--- src/rtl/reply_scheduler.sv ---
// Round-robin reply scheduler: frames one source's reply as SYNC, ADDR, LEN, payload, CSUM to the UART stream.
// Latency: request seen in IDLE -> SYNC valid next cycle; stalls on !tx_ready with tx_data held, pops only on transfer.
module reply_scheduler #(
  parameter int          N_SRC = 25,
  parameter logic [7:0]  SYNC  = 8'h55
) (
  input  logic                 clk,
  input  logic                 rst,
  input  logic [N_SRC-1:0]     have_msg_bus,
  input  logic [8*N_SRC-1:0]   len_bus,
  input  logic [8*N_SRC-1:0]   data_bus,
  output logic [N_SRC-1:0]     rdreq_bus,
  output logic [7:0]           tx_data,
  output logic                 tx_valid,
  input  logic                 tx_ready,
  output logic                 busy,
  output logic [7:0]           grant_idx,
  output logic                 frame_done
);

  typedef enum logic [2:0] {S_IDLE, S_SYNC, S_ADDR, S_LEN, S_DATA, S_CSUM} state_t;

  state_t     state;
  state_t     state_nxt;
  logic [7:0] ptr;
  logic [7:0] len;
  logic [7:0] cnt;
  logic [7:0] csum;
  logic [7:0] hdr_byte;
  logic       found;
  logic [7:0] sel_idx;
  logic [7:0] sel_len;
  logic [7:0] cur_byte;
  logic       xfer;

  // First pass covers ptr..N_SRC-1, second pass wraps to the low indices.
  always_comb begin
    found   = 1'b0;
    sel_idx = '0;
    for (int i = 0; i < N_SRC; i++) begin
      if (!found && have_msg_bus[i] && (8'(i) >= ptr)) begin
        found   = 1'b1;
        sel_idx = 8'(i);
      end
    end
    for (int i = 0; i < N_SRC; i++) begin
      if (!found && have_msg_bus[i]) begin
        found   = 1'b1;
        sel_idx = 8'(i);
      end
    end
  end

  always_comb begin
    sel_len  = '0;
    cur_byte = '0;
    for (int i = 0; i < N_SRC; i++) begin
      if (sel_idx == 8'(i))   sel_len  = len_bus[8*i +: 8];
      if (grant_idx == 8'(i)) cur_byte = data_bus[8*i +: 8];
    end
  end

  // Outputs are gated by rst so nothing leaves the block during the reset cycle itself.
  assign busy     = !rst && (state != S_IDLE);
  assign tx_valid = busy;
  assign xfer     = tx_valid && tx_ready;

  always_ff @(posedge clk) begin
    if (rst) state <= S_IDLE;
    else     state <= state_nxt;
  end

  always_comb begin
    state_nxt = state;
    case (state)
      S_IDLE: if (found) state_nxt = S_SYNC;
      S_SYNC: if (xfer)  state_nxt = S_ADDR;
      S_ADDR: if (xfer)  state_nxt = S_LEN;
      S_LEN:  if (xfer)  state_nxt = (len == 8'd0) ? S_CSUM : S_DATA;
      S_DATA: if (xfer && (cnt == 8'd1)) state_nxt = S_CSUM;
      S_CSUM: if (xfer)  state_nxt = S_IDLE;
      default:           state_nxt = S_IDLE;
    endcase
  end

  always_comb begin
    tx_data    = '0;
    rdreq_bus  = '0;
    frame_done = 1'b0;
    if (!rst) begin
      case (state)
        S_SYNC, S_ADDR, S_LEN: tx_data = hdr_byte;
        S_DATA: begin
          tx_data = cur_byte;
          if (tx_ready) rdreq_bus = N_SRC'(1) << grant_idx;
        end
        S_CSUM: begin
          tx_data    = csum;
          frame_done = tx_ready;
        end
        default: tx_data = '0;
      endcase
    end
  end

  always_ff @(posedge clk) begin
    if (rst) begin
      grant_idx <= '0;
      len       <= '0;
      cnt       <= '0;
      csum      <= '0;
      ptr       <= '0;
      hdr_byte  <= '0;
    end else begin
      case (state)
        S_IDLE: if (found) begin
          grant_idx <= sel_idx;
          len       <= sel_len;
          csum      <= '0;
          hdr_byte  <= SYNC;
        end
        S_SYNC: if (xfer) hdr_byte <= grant_idx;
        S_ADDR: if (xfer) begin
          csum     <= csum ^ grant_idx;
          hdr_byte <= len;
        end
        S_LEN: if (xfer) begin
          csum <= csum ^ len;
          cnt  <= len;
        end
        S_DATA: if (xfer) begin
          csum <= csum ^ cur_byte;
          cnt  <= cnt - 8'd1;
        end
        S_CSUM: if (xfer) ptr <= (grant_idx == 8'(N_SRC-1)) ? 8'd0 : grant_idx + 8'd1;
        default: ;
      endcase
    end
  end

endmodule
--- config.mk ---
export PLATFORM = sky130hd
export DESIGN_NAME = reply_scheduler
export DESIGN_NICKNAME = d
export VERILOG_FILES = /design/src/rtl/reply_scheduler.sv
export SDC_FILE = /design/constraint.sdc
export NUM_CORES = 1
export LEC_CHECK = 0
export BUFFER_PORTS_ARGS = -buffer_cell sky130_fd_sc_hd__buf_4
export CORE_AREA = 4 4 183 185
export DETAILED_ROUTE_END_ITERATION = 10
export DIE_AREA = 0 0 187 189
export SLEW_MARGIN = 20
export SYNTH_ARGS = -nofsm -noshare
export SYNTH_HDL_FRONTEND = slang
export SYNTH_SLANG_ARGS = --single-unit
--- constraint.sdc ---
create_clock -name clk -period 5.4 [get_ports clk]
set_input_delay 1.08 -clock clk [delete_from_list [all_inputs] [get_ports clk]]
set_output_delay 1.08 -clock clk [all_outputs]
set_load 0.1 [all_outputs]
* Word level (Yosys, flattened, before mapping)
Index checks and enable logic that the tools add are counted.
Cells by class: bitwise operators 3, $mul 0, reductions and logical operators 142, shift operators 1, divide/modulo/power cells 0, equality and inequality tests 61, mux-type cells 176, add/subtract/negate cells 2, order comparisons 25
Operators by type and width (number):
- 8-bit 2-to-1 mux | 108
- 8-bit by 5-bit == test with 1-bit output (second input constant) | 18
- 8-bit by 4-bit == test with 1-bit output (second input constant) | 16
- 1-bit logical AND | 77
- 25-bit 2-to-1 mux | 3
- 5-bit by 8-bit greater-or-equal comparator with 1-bit output (first input constant) | 9
- 8-bit by 3-bit == test with 1-bit output (second input constant) | 8
- 4-bit by 8-bit greater-or-equal comparator with 1-bit output (first input constant) | 8
- 1-bit 2-to-1 mux | 54
- 1-bit zero test | 50
- 8-bit one-hot mux with 3 select lines | 2
- 8-bit by 2-bit == test with 1-bit output (second input constant) | 4
- 3-bit by 8-bit greater-or-equal comparator with 1-bit output (first input constant) | 4
- 8-bit one-hot mux with 4 select lines | 1
- 1-bit by 8-bit << shifter with 25-bit output (first input constant) | 1
- 8-bit by 1-bit == test with 1-bit output (second input constant) | 3
- 8-bit zero test | 3
- 8-bit bitwise XOR | 3
- 3-bit 2-to-1 mux | 6
- 3-bit one-hot mux with 6 select lines | 1
- 1-bit by 8-bit greater-or-equal comparator with 1-bit output (first input constant) | 2
- 2-bit by 8-bit greater-or-equal comparator with 1-bit output (first input constant) | 2
- 8-bit one-hot mux with 2 select lines | 1
- 2-bit inequality test (second input constant) | 7
- 15 further kinds | 19
Storage, ports and cells: latch bits 0, word-level logic and storage cells 417, flip-flop bits (word level) 51, memories 0, RAM bits 0, bits in read-only memories 0

* Depth between registers and ports, before layout
depth after elaboration 200, depth in mapped cells 18, mapped depth without buffers 14

* Worst setup path after synthesis
OpenSTA, ideal clock, no wires.
kind reg-to-output, start register grant_idx[0], end output tx_data[7], data arrival time 4.771 ns, required time 4.320 ns, cell stages (with the launch flop) 13, setup slack -0.451 ns, buffers on the path 0, cell sequence dfxtp_1 -> ha_1 -> nand2b_1 -> nor3_1 -> a22oi_1 -> a311o_1 -> a31oi_1 -> o21ai_0 -> a31oi_1 -> o21ai_0 -> a31oi_1 -> o21ai_0 -> a21oi_1
On the way: cells in the longest elaborated chain, start to end 28
RTL lines:
- start: declaration | line 17 | output logic [7:0] grant_idx,
- start signal: assignment | line 117 | grant_idx <= sel_idx;
- 8-bit zero test | line 59 | if (grant_idx == 8'(i)) cur_byte = data_bus[8*i +: 8];
- 8-bit 2-to-1 mux (24 in a row) | line 59
- 8-bit 2-to-1 mux (*) | line 59
- 8-bit one-hot mux with 3 select lines (*) | line 91 | case (state)
- 8-bit 2-to-1 mux (*) | line 90 | if (!rst) begin
- end: declaration | line 13 | output logic [7:0] tx_data,
Every way passes the cells marked *; elsewhere a longest branch is shown, timed or not.

* Worst setup path in the final report
start register grant_idx[0], end output tx_data[3]
Same word-level chain as after synthesis.

==> impl_metrics.json <==
{
  "irDropWorstVdd_uv": 128,
  "grt_usage_pct": 28.2,
  "rows": 66,
  "power.leakage_nw": 5.29,
  "post-dp-hpwl_mm": 44.6,
  "cts_root_buffer": "clkbuf_16",
  "synth-edff-count": 0,
  "layout-drive-gt1-share_pct": 33.2,
  "setup_viol": 0,
  "post-place-ws_ns": 0.165,
  "fin_crit_sh_pct": 96.3,
  "period_needed_ns": 5.20,
  "ctsHtreeMaxLevel": 2,
  "crit_type": "flop to output port",
  "antenna_cells": 0,
  "cts-resized-gates": 3,
  "drt_iter0_drc": 1129,
  "hold-worst-slack_ns": 0.493,
  "ys_seq_area_share_pct": 11.0,
  "area_growth_pct": 49.5,
  "cts_tree": "yes",
  "antenna_found_initial": 0,
  "fillers": 3478,
  "p_per_area_nw_per_um2": 137,
  "die-area_um2": 35300,
  "cts.sinks": 46,
  "synth_area_um2": 8360,
  "max_freq_ghz": 0.192,
  "fin_total_pwr_mw": 1.72,
  "clk_pin_slew_worst_paths_ns": 0.08,
  "tightest_slew_ns": 1.00,
  "fin_ws_ns": 0.197,
  "wl_per_cell_um": 25.2,
  "ys.flop_type": "dfxtp_1",
  "final_cells": 2137,
  "post-place-cells": 2129,
  "outcome": "finished clean",
  "arrival_ns": 4.12,
  "gr-total-overflow": 0,
  "vias": 12800,
  "place_congestion": 0.980,
  "grt_pass1_wl_mm": 78.1,
  "power_frac_seq_pct": 24.0,
  "fin_worst_skew_ns": 0.0105,
  "synth_area_per_cell_um2": 6.44,
  "async_flop_share_pct": 0,
  "final_area_um2": 12500,
  "insertion_delay_ns": 0.30,
  "worstSetupStartpoint": "grant_idx[0]",
  "numCtsBuffers": 5,
  "start_kind": "flop",
  "cp_max_fo": 11,
  "postRouteAntennaNets": 0,
  "finalCoreUtilization_pct": 39.0,
  "grt_pass1_vias": 12700,
  "start_util_pct": 26.1,
  "yosysUniqueCellTypes": 102,
  "p_int_mw": 0.976,
  "grt_max_degree": 52,
  "cp-end-kind": "output port",
  "clockPowerShare_pct": 18.5,
  "firstDrtPassIters": 7,
  "slew_violations": 0,
  "r2r_start": "ptr[1]",
  "cap_violations": 0,
  "hold_buffers": 0,
  "io_pins": 472,
  "rsz0062_at_grt": "no",
  "sw_frac_of_total_pct": 43.1,
  "dpl_cell_area_um2": 12300,
  "switchingPower_mw": 0.740,
  "remaining_drc_errors": 0,
  "die_w_um": 187,
  "slew_headroom_pct": 32.9,
  "critPathRequiredTime_ns": 4.32,
  "die_height_um": 189,
  "setup_tns_ns": 0,
  "vias_per_cell": 5.99,
  "drt_wl_total_mm": 53.8,
  "power_frac_comb_pct": 57.4,
  "cts_buffer_depth": 2,
  "yosysWarnings": 0,
  "core_um2": 32000,
  "portBuffers": 468,
  "min_from": "csum[0]",
  "hold_viol": 0,
  "ys_seq_elements": 46,
  "hold_path_class": "flop to flop",
  "syn_inst": 1298,
  "finalNetCount": 2165,
  "post_cts_buffers": 0
}
cell type report:
class | count | area, um^2 | area share [%]
clock buffers | 5 | 125 | 1.00
inverters | 31 | 116 | 0.931
multi-input cells | 1132 | 6910 | 55.3
well taps | 408 | 510 | 4.09
flip-flops and latches | 46 | 925 | 7.40
repair buffers | 512 | 3880 | 31.1
clock inverters | 3 | 21.3 | 0.170
power groups by stage:
stage	clock network, mW	logic (mW)	registers (mW)
after floorplan	0	0.471	0.413
final	0.318	0.986	0.412
after CTS	0.329	0.970	0.410
after global placement	0	0.967	0.416
after global routing	0.336	1.04	0.416
after detailed placement	0	0.965	0.418
path summary, 6_finish.rpt:
check / end / slack [ns] / cells after the start
worst max-delay path: tx_data[3] / 0.20 / 15
worst min-delay path: csum[0] / 0.49 / 2
worst min register to register: csum[0] / 0.49 / 2
worst max register to register: len[3] / 0.78 / 14
critical path, cell delays in order, from the launching register on:
cell and delay [ns]:
dfxtp_2 0.49, inv_1 0.11, ha_1 0.22, buf_4 0.18
nor2b_1 0.16, nand2_1 0.36, o21ai_0 0.29, nor3_1 0.37
o221ai_1 0.24, a31oi_2 0.34, o221ai_1 0.18, a21o_1 0.24
nor2_1 0.09, a221oi_1 0.08, nor2_2 0.16, buf_4 0.31
layer usage:
layer	share of wire (%)	track usage (%)
met1	36	31.0
met2	49	51.3
met3	8.2	5.22
met4	6.8	15.6
met5	0	0
logic make-up (layout without fill, tap and decap cells):
group                      Yosys count  in the layout  synth area share, %
AOI/OAI and AO/OA                  504            504                 41.9
xor gates and xnor gates            10             10                 1.05
adders and majority gates            9              9                 1.35
buffers and inverters              122            551                 6.90
DFF                                 46             46                 11.0
muxes                               44             44                 5.62
other                                1              3               0.0449
and+or+nand+nor                    562            562                 32.1
layout by cell type (no fill, tap or decap), types with 11 or more instances in the layout:
cell	n
or3_1	11
a221oi_1	16
o221ai_1	16
a21oi_1	112
nor2b_1	15
a22o_1	12
buf_4	509
dfxtp_1	43
a211oi_1	16
o22ai_1	34
and3_1	15
nor3_1	44
and2_1	13
nor2_1	177
mux2i_1	33
nor4_1	12
a31oi_1	27
o21ai_1	12
nand2b_1	17
nand2_1	150
o21ai_0	75
o211ai_1	30
nand3_1	47
nand4_1	12
a22oi_1	31
inv_1	30
registers in the layout (all words and copies together) (netlist names):
| register | cells |
|---|---|
| state | 3 |
| cnt | 8 |
| grant_idx | 5 |
| csum | 8 |
| len | 8 |
| ptr | 6 |
| hdr_byte | 8 |
synthesized netlist by cell type (7+ instances only):
master	n	area share (%)
a221o_1	7	0.84
a221oi_1	16	1.7
nor2_1	179	8.0
ha_1	9	1.3
nand2b_1	17	1.3
o211ai_1	30	2.7
buf_1	8	0.36
a31oi_1	29	2.2
or3_1	12	0.90
clkbuf_1	48	2.2
nor3b_1	7	0.63
a21oi_1	113	6.8
and2_1	13	0.97
nor3_1	46	2.8
o21ai_1	12	0.72
nand2_1	150	6.7
o22ai_1	34	2.5
inv_1	30	1.3
dfxtp_1	46	11
o21ai_0	75	4.5
a22o_1	12	1.3
a21o_1	7	0.63
nand3_1	47	2.8
nor2b_1	15	1.1
a22oi_1	31	2.8
o221ai_1	16	1.7
nor4_1	12	0.90
buf_2	17	1.0
mux2i_1	33	4.0
and3_1	15	1.1
a311oi_1	10	1.0
nand4_1	12	0.90
buf_6	8	1.1
a211oi_1	16	1.4
buf_4	10	0.90
Power figures use the tool's default switching activity.
